File: src/rtl/awmc_actuator_driver_if.sv
// Signal bundle between the AWMC controller side and the actuator driver.
// The master drives the controller inputs; the slave drives the actuator commands.
interface awmc_actuator_driver_if;
  logic [2:0] stage;
  logic       done;
  logic       pause;
  logic       lid;
  logic       inlet_valve;
  logic       drain_valve;
  logic       motor_en;
  logic       motor_dir;
  logic [3:0] motor_speed;
  logic       door_lock;
  logic       buzzer;
  logic       fault;

  modport master (
    output stage, done, pause, lid,
    input  inlet_valve, drain_valve, motor_en, motor_dir, motor_speed,
           door_lock, buzzer, fault
  );

  modport slave (
    input  stage, done, pause, lid,
    output inlet_valve, drain_valve, motor_en, motor_dir, motor_speed,
           door_lock, buzzer, fault
  );
endinterface

File: src/rtl/awmc_actuator_driver.sv
// Maps the AWMC controller stage, done, pause and lid inputs onto the valve, motor, door-lock
// and buzzer commands, with agitation reversal, spin ramp, safe hold and a sticky lid fault.
module awmc_actuator_driver #(
  parameter int unsigned AGITATE_CYC = 8,
  parameter int unsigned DWELL_CYC   = 2,
  parameter int unsigned WASH_SPEED  = 6,
  parameter int unsigned RAMP_CYC    = 4,
  parameter int unsigned SPIN_MAX    = 15,
  parameter int unsigned BUZZ_CYC    = 16
) (
  input logic                   clk,
  input logic                   reset,
  awmc_actuator_driver_if.slave bus
);

  localparam int unsigned CNT_MAX = (AGITATE_CYC > DWELL_CYC) ? AGITATE_CYC : DWELL_CYC;
  localparam int unsigned CNT_W   = (CNT_MAX > 1) ? $clog2(CNT_MAX) : 1;
  localparam int unsigned RAMP_W  = (RAMP_CYC > 1) ? $clog2(RAMP_CYC) : 1;
  localparam int unsigned BUZZ_W  = $clog2(BUZZ_CYC + 1);

  localparam logic [CNT_W-1:0]  AGI_LAST   = CNT_W'(AGITATE_CYC - 1);
  localparam logic [CNT_W-1:0]  DWELL_LAST = CNT_W'(DWELL_CYC - 1);
  localparam logic [RAMP_W-1:0] RAMP_LAST  = RAMP_W'(RAMP_CYC - 1);
  localparam logic [3:0]        SPD_WASH   = 4'(WASH_SPEED);
  localparam logic [3:0]        SPD_MAX    = 4'(SPIN_MAX);
  localparam logic [BUZZ_W-1:0] BUZZ_LOAD  = BUZZ_W'(BUZZ_CYC);

  typedef enum logic [2:0] {
    ST_IDLE  = 3'd0,
    ST_FILL  = 3'd1,
    ST_WASH  = 3'd2,
    ST_DRAIN = 3'd3,
    ST_RINSE = 3'd4,
    ST_SPIN  = 3'd5,
    ST_RSV6  = 3'd6,
    ST_RSV7  = 3'd7
  } stage_e;

  typedef enum logic [2:0] {
    M_OFF,
    M_FWD,
    M_DWELL_F,
    M_REV,
    M_DWELL_R,
    M_SPIN
  } mstate_e;

  stage_e            stage_in, eff_stage, stage_q, stage_d;
  mstate_e           m_q, m_d;
  logic [CNT_W-1:0]  cnt_q, cnt_d;
  logic [RAMP_W-1:0] ramp_q, ramp_d;
  logic [3:0]        lvl_q, lvl_d;
  logic [BUZZ_W-1:0] buzz_q, buzz_d;
  logic              done_q;
  logic              reserved, fault_set, hold, motor_on;

  logic       inlet_q, inlet_d;
  logic       drain_q, drain_d;
  logic       en_q, en_d;
  logic       dir_q, dir_d;
  logic [3:0] speed_q, speed_d;
  logic       lock_q, lock_d;
  logic       buzzer_q, buzzer_d;
  logic       fault_q, fault_d;

  always_comb begin
    stage_in  = stage_e'(bus.stage);
    reserved  = stage_in inside {ST_RSV6, ST_RSV7};
    eff_stage = reserved ? ST_IDLE : stage_in;

    fault_set = (~bus.lid & lock_q & ~bus.pause) | reserved;
    fault_d   = fault_set | (fault_q & (stage_in != ST_IDLE));
    hold      = bus.pause | ~bus.lid | fault_d;

    m_d     = m_q;
    cnt_d   = cnt_q;
    ramp_d  = ramp_q;
    lvl_d   = lvl_q;
    stage_d = stage_q;

    // Hold freezes the FSM and the stage it serves; only the spin level is dropped so the
    // ramp restarts from 1 once the hold releases.
    if (hold) begin
      if (m_q == M_SPIN) begin
        lvl_d  = '0;
        ramp_d = '0;
      end
    end else begin
      stage_d = stage_in;
      if (m_q != M_OFF && stage_in != stage_q) begin
        m_d    = M_OFF;
        cnt_d  = '0;
        ramp_d = '0;
        lvl_d  = '0;
      end else begin
        unique case (m_q)
          M_OFF: begin
            if (eff_stage inside {ST_WASH, ST_RINSE}) begin
              m_d   = M_FWD;
              cnt_d = '0;
            end else if (eff_stage == ST_SPIN) begin
              m_d    = M_SPIN;
              lvl_d  = 4'd1;
              ramp_d = '0;
            end
          end
          M_FWD, M_REV: begin
            if (cnt_q == AGI_LAST) begin
              m_d   = (m_q == M_FWD) ? M_DWELL_F : M_DWELL_R;
              cnt_d = '0;
            end else begin
              cnt_d = cnt_q + 1'b1;
            end
          end
          M_DWELL_F, M_DWELL_R: begin
            if (cnt_q == DWELL_LAST) begin
              m_d   = (m_q == M_DWELL_F) ? M_REV : M_FWD;
              cnt_d = '0;
            end else begin
              cnt_d = cnt_q + 1'b1;
            end
          end
          M_SPIN: begin
            if (lvl_q == '0) begin
              lvl_d  = 4'd1;
              ramp_d = '0;
            end else if (ramp_q == RAMP_LAST) begin
              ramp_d = '0;
              if (lvl_q < SPD_MAX) lvl_d = lvl_q + 4'd1;
            end else begin
              ramp_d = ramp_q + 1'b1;
            end
          end
          default: m_d = M_OFF;
        endcase
      end
    end

    motor_on = m_d inside {M_FWD, M_REV, M_SPIN};
    en_d     = ~hold & motor_on;
    if (m_d == M_REV)                      dir_d = 1'b1;
    else if (m_d inside {M_FWD, M_SPIN})   dir_d = 1'b0;
    else                                   dir_d = dir_q;

    if (hold)                              speed_d = '0;
    else if (m_d == M_SPIN)                speed_d = lvl_d;
    else if (m_d inside {M_FWD, M_REV})    speed_d = SPD_WASH;
    else                                   speed_d = '0;

    inlet_d = ~hold & (eff_stage inside {ST_FILL, ST_RINSE});
    drain_d = ~hold & (eff_stage inside {ST_DRAIN, ST_SPIN});

    // Unlocking waits for the registered speed to read zero, so the drum has stopped.
    if ((eff_stage == ST_IDLE || bus.pause) && speed_q == '0) lock_d = 1'b0;
    else if (eff_stage != ST_IDLE)                            lock_d = 1'b1;
    else                                                      lock_d = lock_q;

    if (bus.done & ~done_q)  buzz_d = BUZZ_LOAD;
    else if (buzz_q != '0)   buzz_d = buzz_q - 1'b1;
    else                     buzz_d = '0;
    buzzer_d = (buzz_d != '0);
  end

  always_ff @(posedge clk) begin
    if (reset) begin
      m_q      <= M_OFF;
      stage_q  <= ST_IDLE;
      cnt_q    <= '0;
      ramp_q   <= '0;
      lvl_q    <= '0;
      buzz_q   <= '0;
      done_q   <= 1'b0;
      inlet_q  <= 1'b0;
      drain_q  <= 1'b0;
      en_q     <= 1'b0;
      dir_q    <= 1'b0;
      speed_q  <= '0;
      lock_q   <= 1'b0;
      buzzer_q <= 1'b0;
      fault_q  <= 1'b0;
    end else begin
      m_q      <= m_d;
      stage_q  <= stage_d;
      cnt_q    <= cnt_d;
      ramp_q   <= ramp_d;
      lvl_q    <= lvl_d;
      buzz_q   <= buzz_d;
      done_q   <= bus.done;
      inlet_q  <= inlet_d;
      drain_q  <= drain_d;
      en_q     <= en_d;
      dir_q    <= dir_d;
      speed_q  <= speed_d;
      lock_q   <= lock_d;
      buzzer_q <= buzzer_d;
      fault_q  <= fault_d;
    end
  end

  assign bus.inlet_valve = inlet_q;
  assign bus.drain_valve = drain_q;
  assign bus.motor_en    = en_q;
  assign bus.motor_dir   = dir_q;
  assign bus.motor_speed = speed_q;
  assign bus.door_lock   = lock_q;
  assign bus.buzzer      = buzzer_q;
  assign bus.fault       = fault_q;

endmodule
File: src/flat_wrapper.sv
// flat-port wrapper written by rule: the top's interface ports become plain ports
module awmc_actuator_driver_flat 
#(
  parameter int unsigned AGITATE_CYC = 8,
  parameter int unsigned DWELL_CYC   = 2,
  parameter int unsigned WASH_SPEED  = 6,
  parameter int unsigned RAMP_CYC    = 4,
  parameter int unsigned SPIN_MAX    = 15,
  parameter int unsigned BUZZ_CYC    = 16
)
  (clk, reset, bus_stage, bus_done, bus_pause, bus_lid, bus_inlet_valve, bus_drain_valve, bus_motor_en, bus_motor_dir, bus_motor_speed, bus_door_lock, bus_buzzer, bus_fault);
  awmc_actuator_driver_if bus_i ();
  input logic clk;
  input logic reset;
  input wire logic [$bits(bus_i.stage)-1:0] bus_stage;
  input wire logic [$bits(bus_i.done)-1:0] bus_done;
  input wire logic [$bits(bus_i.pause)-1:0] bus_pause;
  input wire logic [$bits(bus_i.lid)-1:0] bus_lid;
  output wire logic [$bits(bus_i.inlet_valve)-1:0] bus_inlet_valve;
  output wire logic [$bits(bus_i.drain_valve)-1:0] bus_drain_valve;
  output wire logic [$bits(bus_i.motor_en)-1:0] bus_motor_en;
  output wire logic [$bits(bus_i.motor_dir)-1:0] bus_motor_dir;
  output wire logic [$bits(bus_i.motor_speed)-1:0] bus_motor_speed;
  output wire logic [$bits(bus_i.door_lock)-1:0] bus_door_lock;
  output wire logic [$bits(bus_i.buzzer)-1:0] bus_buzzer;
  output wire logic [$bits(bus_i.fault)-1:0] bus_fault;
  assign bus_i.stage = bus_stage;
  assign bus_i.done = bus_done;
  assign bus_i.pause = bus_pause;
  assign bus_i.lid = bus_lid;
  assign bus_inlet_valve = bus_i.inlet_valve;
  assign bus_drain_valve = bus_i.drain_valve;
  assign bus_motor_en = bus_i.motor_en;
  assign bus_motor_dir = bus_i.motor_dir;
  assign bus_motor_speed = bus_i.motor_speed;
  assign bus_door_lock = bus_i.door_lock;
  assign bus_buzzer = bus_i.buzzer;
  assign bus_fault = bus_i.fault;
  awmc_actuator_driver #(.AGITATE_CYC(AGITATE_CYC), .DWELL_CYC(DWELL_CYC), .WASH_SPEED(WASH_SPEED), .RAMP_CYC(RAMP_CYC), .SPIN_MAX(SPIN_MAX), .BUZZ_CYC(BUZZ_CYC)) u_core (.clk(clk), .reset(reset), .bus(bus_i));
endmodule
File: config.mk
export PLATFORM = sky130hd
export DESIGN_NAME = awmc_actuator_driver_flat
export DESIGN_NICKNAME = d
export VERILOG_FILES = /design/src/rtl/awmc_actuator_driver_if.sv /design/src/rtl/awmc_actuator_driver.sv /design/src/flat_wrapper.sv
export SDC_FILE = /design/constraint.sdc
export NUM_CORES = 1
export LEC_CHECK = 0
export ABC_AREA = 1
export BUFFER_PORTS_ARGS = -buffer_cell sky130_fd_sc_hd__buf_2
export CAP_MARGIN = 20
export CORE_UTILIZATION = 45
export CTS_BUF_LIST = sky130_fd_sc_hd__clkbuf_16
export DETAILED_ROUTE_END_ITERATION = 12
export GPL_ROUTABILITY_DRIVEN = 0
export PLACE_DENSITY = 0.66
export SETUP_SLACK_MARGIN = 0.4
export SLEW_MARGIN = 40
export SYNTH_ARGS = -nofsm -noshare
export SYNTH_HDL_FRONTEND = slang
export SYNTH_SLANG_ARGS = --single-unit
File: constraint.sdc
create_clock -name clk -period 1.3 [get_ports clk]
set_input_delay 0.195 -clock clk [delete_from_list [all_inputs] [get_ports clk]]
set_output_delay 0.195 -clock clk [all_outputs]
set_load 0.01 [all_outputs]
# Word level (Yosys, flattened, before mapping)
# Index checks and enable logic that the tools add are counted.
dict set report word_totals {
  ff_bits 32
  inputBits 8
}
dict set report classes {
  add_sub_neg 4
  n_lt_le_gt_ge 1
  n_eq_ne 23
  mux 38
  n_bitwise 15
  reduce_logical 28
}
# cell count
set op_table {}
lappend op_table {{3-bit two-way mux} 13}
lappend op_table {{4-bit two-way mux} 9}
lappend op_table {{3-bit equality test (second input constant)} 8}
lappend op_table {{2-bit two-way mux} 8}
lappend op_table {{3-bit by 2-bit equality test with 1-bit output (second input constant)} 5}
lappend op_table {{3-bit nonzero test} 5}
lappend op_table {{2-bit nonzero test} 7}
lappend op_table {{3-bit by 1-bit equality test with 1-bit output (second input constant)} 4}
lappend op_table {{3-bit one-hot mux with 4 select lines} 1}
lappend op_table {{5-bit two-way mux} 2}
lappend op_table {{5-bit nonzero test} 2}
lappend op_table {{3-bit one-hot mux with 3 select lines} 1}
lappend op_table {{4-bit logical NOT} 2}
lappend op_table {{4-bit one-hot mux with 2 select lines} 1}
lappend op_table {{2-bit OR reduction} 4}
lappend op_table {{1-bit AND} 7}
lappend op_table {{3-bit logical NOT} 2}
lappend op_table {{5-bit by 1-bit subtractor with 5-bit output (second input constant)} 1}
lappend op_table {{4-bit by 1-bit adder with 4-bit output (second input constant)} 1}
lappend op_table {{4-bit less-than comparator (second input constant)} 1}
lappend op_table {{4-bit by 1-bit inequality test with 1-bit output (second input constant)} 1}
lappend op_table {{4-bit by 2-bit inequality test with 1-bit output (second input constant)} 1}
lappend op_table {{1-bit NOT} 4}
lappend op_table {{1-bit OR} 4}
lappend op_table {{13 further kinds} 15}

# Logic depth before layout (Yosys ltp)
# Gate-level depths: netlist (run 1).
dict set report logic_depth {
  word_depth 13
  ltp_mapped 14
  mapped_depth_nobuf 14
}

# Worst setup path after synthesis (run 1)
# Ideal clock, no wire load.
dict set report synth_path {
  path_kind {register to register}
  start {register u_core.cnt_q[0]}
  end {register u_core.speed_q[1] (netlist: u_core.bus.motor_speed[1])}
  setup_time_ps 56
  t_arrival_ps 1424
  path_slack_ps -179
  stages_incl_launch_ff 14
  cell_sequence {dfxtp_1 -> ha_1 -> ha_1 -> inv_1 -> nand2_1 -> nand2_1 -> inv_1 -> nand3_2 -> nand2_1 -> a21oi_2 -> nand3_1 -> nand2_2 -> nand2_1 -> inv_1}
}
dict set report synth_between {
  elab_chain_cells 9
}
# element line_no
set synth_lines {}
lappend synth_lines {{start, declared} awmc_actuator_driver.sv:50} ;# logic [CNT_W-1:0] cnt_q, cnt_d;
lappend synth_lines {{start signal, assigned} awmc_actuator_driver.sv:184} ;# cnt_q <= cnt_d;
lappend synth_lines {{3-bit by 1-bit equality test with 1-bit output or 3-bit equality test (tied branches)} {awmc_actuator_driver.sv:116, awmc_actuator_driver.sv:108}}
lappend synth_lines {{3-bit two-way mux (on tied branches)} {awmc_actuator_driver.sv:116, awmc_actuator_driver.sv:108}}
lappend synth_lines {{3-bit one-hot mux with 4 select lines *} awmc_actuator_driver.sv:96} ;# unique case (m_q)
lappend synth_lines {{3-bit two-way mux *} awmc_actuator_driver.sv:90} ;# if (m_q != M_OFF && stage_in != stage_q) begin
lappend synth_lines {{3-bit two-way mux *} awmc_actuator_driver.sv:83} ;# if (hold) begin
lappend synth_lines {{3-bit by 1-bit equality test with 1-bit output or 3-bit by 2-bit equality test with 1-bit output (tied branches)} awmc_actuator_driver.sv:147} ;# else if (m_d inside {M_FWD, M_REV}) speed_d = SPD_WASH;
lappend synth_lines {{2-bit nonzero test} awmc_actuator_driver.sv:147}
lappend synth_lines {{3-bit two-way mux} awmc_actuator_driver.sv:147}
lappend synth_lines {{4-bit two-way mux *} awmc_actuator_driver.sv:146} ;# else if (m_d == M_SPIN) speed_d = lvl_d;
lappend synth_lines {{end signal, assigned} awmc_actuator_driver.sv:193} ;# speed_q <= speed_d;
lappend synth_lines {{end, declared} awmc_actuator_driver.sv:61} ;# logic [3:0] speed_q, speed_d;
# Every way passes the cells marked *; elsewhere a longest branch is shown, timed or not.
# A chain may end at the register's enable or synchronous reset.

# Worst setup path after layout (run 1)
dict set report layout_path {
  start {register u_core.cnt_q[1]}
  end {register u_core.speed_q[2] (netlist: u_core.bus.motor_speed[2])}
}
# The elaborated chain is that of the path after synthesis.

==> impl_metrics.yaml, run 1 <==
outcome:
  outcome: "finished, violations left"
  violations: "negative setup slack"
sta:
  worst_hold_slack_ns: 0.1371
  fin_crit_sh_pct: 127.6
  rsz0062_at_grt: "true"
  layout_setup_ws_ns: -0.3585
  max_slew_margin_pct: 60.96
  finClkSkew_ns: 0.006839
  worst_pin_slew_ns: 0.5795
  hold_violations: 0
  setup_viol: 20
  max_clock_freq_ghz: 0.6029
  fin_crit_ns: 1.659
  slew_viol_final: 0
worst_setup_path:
  r2r_start: "u_core.cnt_q[1]"
  start_kind: "flop"
  path_max_fanout: 4
  cp-startpoint: "u_core.cnt_q[1]"
  cp.arrival_ns: 1.83
  path_class: "flop to flop"
  end_kind: "flop"
  crit_required_ns: 1.48
cts:
  cts_sinks: 32
  ctsHoldBuffers: 0
  ctsRootBufferMaster: "clkbuf_16"
  cts_buffer_depth: 2
  cts_tree: "built"
  path_clk_slew_ns: 0.05
  numCtsBuffers: 5
  cts_max_level: 2
  clk_latency_ns: 0.28
logic_synthesis:
  synthTopCellsByArea: "dfxtp_1, nand2_1, inv_1"
  yosys.area.top_type: "dfxtp_1"
  avgSynthCellArea_um2: 6.733
  seq_area_frac_synth_pct: 34.22
  synth-edff-count: 0
  yosysTopAreaCellShare_pct: 34.22
  yosysWarnings: 0
  syn_nets: 294
  synth_flop_cell: "dfxtp_1"
  syn_area_um2: 1872
  synthArstFlopShare_pct: 0
  postSynthCellCount: 278
  synth_cell_types: 38
  ys_ff_latch: 32
power:
  p_int_uw: 2734
  power_frac_comb_pct: 39.6
  p_leak_uw: 0.001546
  power_density_nw_per_um2: 1228
  p_switching_uw: 1379
  pwr-share-clk_pct: 32.5
  swShare_pct: 33.53
  ir_worst_vdd_v: 0.0008724
  seqPwrFrac_pct: 27.9
cells_and_area:
  fin_nets: 389
  nFillCells: 211
  register_area_um2: 673.1
  num_antenna_cells: 0
  multi_input_area_um2: 1490
  finalInstanceArea_um2: 3351
  area_growth_pct: 79.01
  drive_gt1_share_pct: 60.70
placed_design:
  place_area_um2: 2620
  numPortBuffers: 18
  dp_hpwl_um: 3885
floorplan:
  initial_core_util_pct: 46.79
  die_area_um2: 4422
  num_io_pins: 19
  rows: 23
  die_w_um: 66.50
  core_area_um2: 4000
  die_h_um: 66.50
global_route:
  antenna_found_initial: 0
  overflow: 0
  grt_pass1_vias: 2218
  grt_max_degree: 16
  grt.total_usage_pct: 28.79
  grt_pass1_wl_um: 9384
detailed_routing:
  vias: 2410
  antenna_left: 0
  first_iter_violations: 155
  drc_errors: 0
  wl_um: 7565
  vias_per_cell: 5.684
  routedWlPerCell_um: 17.84
  firstDrtPassIters: 5
flow_run:
  max-cap-violations: 0
worst_hold_path:
  min_path_type: "input pin to flop"
  hp-start: "bus_done"
synthesized netlist by cell type, types with 2 or more instances:
library cell	instances
nand2_1	67
inv_1	38
dfxtp_1	32
nor2_1	32
nand3_1	25
o21ai_0	12
a21oi_1	11
ha_1	8
nand2_2	7
nand4_1	6
inv_2	5
nand3_2	3
o21ai_1	3
a21boi_1	2
and3_1	2
nor2_2	2
or2_2	2
logic make-up after synthesis:
family	count (synthesis)	synth area share (%)
xor+xnor	2	0.9360
flops	32	34.22
buf+inv	47	9.893
simple gates	153	38.04
fa+ha+maj	8	5.348
compound gates	36	11.56
final timing paths:
check,end,cells past startpoint,slack [ns]
hold reg to reg,u_core.ramp_q[1],2,0.49
setup / recovery,u_core.bus.motor_speed[2],14,-0.36
hold / removal,u_core.done_q,3,0.14
setup reg to reg,u_core.bus.motor_speed[2],14,-0.36
routing by layer:
metal / global-route usage [%] / part of all wire (%) / wire (um)
met5: 0 / 0 / 0
met4: 11.17 / 5.7 / 434
met3: 5.993 / 5.9 / 446
met1: 30.33 / 37 / 2764
met2: 54.97 / 52 / 3919
registers in the layout, indices dropped and copies added, names as in the netlist:
signal                  flops
u_core.bus.door_lock        1
u_core.bus.drain_valve      1
u_core.buzz_q               5
u_core.m_q                  3
u_core.cnt_q                3
u_core.bus.buzzer           1
u_core.bus.motor_en         1
u_core.lvl_q                4
u_core.bus.inlet_valve      1
u_core.ramp_q               2
u_core.bus.motor_dir        1
u_core.stage_q              3
u_core.bus.motor_speed      4
u_core.done_q               1
u_core.bus.fault            1
layout by cell type, fill, tap and decap left out, types with 2 or more instances in the layout:
master / synthesis / layout
buf_4: 0 / 53
nand2_1: 67 / 42
buf_6: 1 / 26
nand2_2: 7 / 25
inv_1: 38 / 24
nor2_1: 32 / 23
nand3_1: 25 / 14
dfxtp_1: 32 / 14
dfxtp_2: 0 / 14
inv_2: 5 / 12
nand3_2: 3 / 11
buf_2: 1 / 10
nand2_4: 1 / 8
a21oi_1: 11 / 7
inv_4: 0 / 6
nor2_4: 1 / 6
nor2_2: 2 / 6
nand4_1: 6 / 6
o21ai_2: 0 / 6
nand3_4: 1 / 5
ha_4: 0 / 5
clkbuf_16: 0 / 5
a21oi_2: 1 / 4
dfxtp_4: 0 / 4
o21ai_4: 0 / 3
o21ai_0: 12 / 3
o21ai_1: 3 / 3
a21oi_4: 1 / 2
a21boi_2: 0 / 2
and3_1: 2 / 2
ha_1: 8 / 2
clkinv_1: 0 / 2
buf_12: 0 / 2
power by group through the flow:
stage               Combinational, uW  Sequential [uW]  Clock [uW]
finish                           1630             1150        1340
global route                     1740             1150        1380
CTS                              1220             1130        1320
detailed placement               1060             1140           0
global placement                 1030             1140           0
floorplan                         621             1150           0
layout make-up:
type	instances	area share [%]
Clock inverter	3	1.120
Multi-Input combinational cell	200	44.47
Timing Repair Buffer	91	23.30
Sequential cell	32	20.09
Clock buffer	5	3.734
Inverter	43	5.414
Tap cell	50	1.867
metrics by stage:
step           util, %  instances  power (uW)  setup WS (ns)  TNS (ns)
2_1_floorplan        -        278        1769       -0.08299   -0.3070
5_1_grt          83.77        424        4281        -0.4358    -5.639
3_3_place_gp     65.50        404        2173        -0.2653    -3.290
3_5_place_dp     65.50        404        2209        -0.2803    -3.839
4_1_cts          75.01        419        3682        -0.2113    -2.768
6_report         83.77        424        4113        -0.3585    -4.306
timing repair:
item	CTS	global route
setup buffers	6	5
cloned	1	0
resized for setup	46	83
setup endpoints to repair	38	39
pin swaps	25	37
critical path, stage by stage, from the launching register on:
cell     delay, ns
dfxtp_2       0.37
inv_1         0.05
ha_1          0.18
nand2_2       0.12
nand3_2       0.10
nand2_2       0.10
inv_2         0.04
nand2_2       0.07
nand2_1       0.06
nand2_1       0.08
nand2_2       0.09
nand4_1       0.10
nand2_2       0.07
nand2_1       0.07
inv_1         0.04
Power figures use the tool's default switching activity.
==> run 2, diff against run 1 <==
--- a/config.mk
+++ b/config.mk
@@ -9,10 +9,10 @@
 export BUFFER_PORTS_ARGS = -buffer_cell sky130_fd_sc_hd__buf_2
 export CAP_MARGIN = 20
 export CORE_UTILIZATION = 45
-export CTS_BUF_LIST = sky130_fd_sc_hd__clkbuf_16
 export DETAILED_ROUTE_END_ITERATION = 12
 export GPL_ROUTABILITY_DRIVEN = 0
-export PLACE_DENSITY = 0.66
+export PLACE_DENSITY = 0.69
+export REMOVE_ABC_BUFFERS = 1
 export SETUP_SLACK_MARGIN = 0.4
 export SLEW_MARGIN = 40
 export SYNTH_ARGS = -nofsm -noshare
==> run 2 against run 1 <==
The flow still finishes with violations (negative setup slack); first-iteration DRC count grew 26%; combinational power shrank 12%; cell count grew 4.0%; utilization shrank 1.5 points; worst setup slack lost 0.031 ns; critical endpoint is now u_core.bus.motor_en; via count shrank 1.9%; register-to-register slack lost 0.03 ns; non-clock buffer count grew 18; routed wire length shrank 5.1%; largest power group unchanged.
==> impl_metrics.yaml, run 2 (synthesized netlist as in run 1, its figures left out) <==
sta:
  finClkSkew_ns: 0.004391
  hold_violations: 0
  max_clock_freq_ghz: 0.5918
  layout_setup_ws_ns: -0.3899
  slew_viol_final: 0
  tns_ns: -4.993
  fin_crit_ns: 1.690
  worst_pin_slew_ns: 0.3366
  rsz0062_at_grt: "true"
  worst_hold_slack_ns: 0.1148
  max_slew_margin_pct: 77.54
  setup_viol: 23
  fin_crit_sh_pct: 130.0
power:
  power_uw: 3651
  p_leak_uw: 0.001577
  ir_worst_vdd_v: 0.0005451
  power_density_nw_per_um2: 1110
cts:
  cts_tree: "built"
  path_clk_slew_ns: 0.07
  numCtsBuffers: 5
  cts_sinks: 32
  clk_latency_ns: 0.29
  cts_max_level: 2
  ctsRootBufferMaster: "clkbuf_8"
  cts_buffer_depth: 2
floorplan:
  initial_core_util_pct: 46.79
  die_h_um: 66.50
  core_area_um2: 4000
  rows: 23
  die_w_um: 66.50
  num_io_pins: 19
  die_area_um2: 4422
global_route:
  grt_pass1_wl_um: 9370
  overflow: 0
  grt_max_degree: 13
  grt.total_usage_pct: 28.80
  antenna_found_initial: 0
  grt_pass1_vias: 2143
worst_hold_path:
  min_path_type: "input pin to flop"
worst_setup_path:
  crit_required_ns: 1.49
  crit_path_top_delay_cell: "dfxtp_2"
  crit_path_frequent_cell: "nand2_2"
  path_class: "flop to flop"
  reg2regPathDepth: 13
  cp-endpoint: "u_core.bus.motor_en"
  start_kind: "flop"
  cpPeakStageDelay_ns: 0.34
  path_cells: "buf_4 -> ha_2 -> nand2_2 -> nand3_2 -> nand2_1 -> inv_2 -> nand2_2 -> nand2_1 -> nand2_1 -> nand2_2 -> nand4_1 -> nand2_2 -> buf_4"
  path_max_fanout: 4
  end_kind: "flop"
  cp.arrival_ns: 1.88
  cp-startpoint: "u_core.cnt_q[0]"
  r2r_start: "u_core.cnt_q[0]"
  r2r_setup_slack_ns: -0.39
  r2r-end: "u_core.bus.motor_en"
detailed_routing:
  routedWlPerCell_um: 16.28
  wl_um: 7178
  vias: 2364
  antenna_left: 0
  first_iter_violations: 196
  firstDrtPassIters: 4
  vias_per_cell: 5.361
  drc_errors: 0
outcome:
  violations: "negative setup slack"
  outcome: "finished, violations left"
placed_design:
  dp_hpwl_um: 3634
  numPortBuffers: 18
  place_area_um2: 2481
  post-place-ws_ns: -0.3006
cells_and_area:
  final_cell_mix: "buf_4, nand2_1, inv_1"
  final_common_cell: "buf_4"
  top_register: "u_core.buzz_q"
  finalInstanceArea_um2: 3291
  area_growth_pct: 75.80
  num_antenna_cells: 0
  drive_gt1_share_pct: 58.31
  largest_reg_flops: 5
  fin_nets: 406
flow_run:
  max-cap-violations: 0
## run 2: final cells by class
cell class	count	area (um2)
fillers	237	709.4
inverters	43	176.4
repair buffers	109	882.1
clock inverters	1	30.03
well taps	50	62.56
clock buffers	7	96.34
multi-input cells	199	1371
flip-flops and latches	32	671.9
## run 2: worst min-delay path by stage
stage | from | depth (start not counted) | to | slack (ns)
global route | bus_done | 3 | u_core.done_q | 0.13
global placement | bus_done | 3 | u_core.done_q | 0.41
finish | bus_done | 3 | u_core.done_q | 0.11
CTS | bus_done | 3 | u_core.done_q | 0.12
detailed placement | bus_done | 3 | u_core.done_q | 0.42
floorplan | reset | 1 | u_core.bus.fault | 0.26
## run 2: metrics by stage
| step | std cells | util, % |
|---|---|---|
| 2_1_floorplan | 274 | - |
| 3_3_place_gp | 406 | 62.03 |
| 3_5_place_dp | 406 | 62.03 |
| 4_1_cts | 426 | 74.82 |
| 5_1_grt | 441 | 82.26 |
| 6_report | 441 | 82.26 |
## run 2: repair_timing
| action | in CTS | in global routing |
|---|---|---|
| hold buffers | 0 | 0 |
| gates cloned | 0 | 0 |
| pin swaps | 30 | 30 |
| endpoints found under the setup margin | 41 | 40 |
| setup buffers | 12 | 15 |
| resized for setup | 91 | 54 |
## run 2: critical path: cells and delay by family, from the launching register on
family                   cells  cell delay [ns]
AND/OR/NAND/NOR              9             0.76
buffers and inverters        3             0.31
adder cells (fa/ha/maj)      1             0.18
flip-flops                   1             0.34
## run 2: routing by layer
layer	global-route usage [%]	share of wire, %
met1	31.32	40
met2	51.91	51
met3	5.651	5.1
met4	15.69	3.4
met5	0	0
## run 2: power by group
part	internal [uW]	total (uW)	switching, uW
logic	681	1440	755
registers	1070	1140	75.0
clock network	676	1070	397
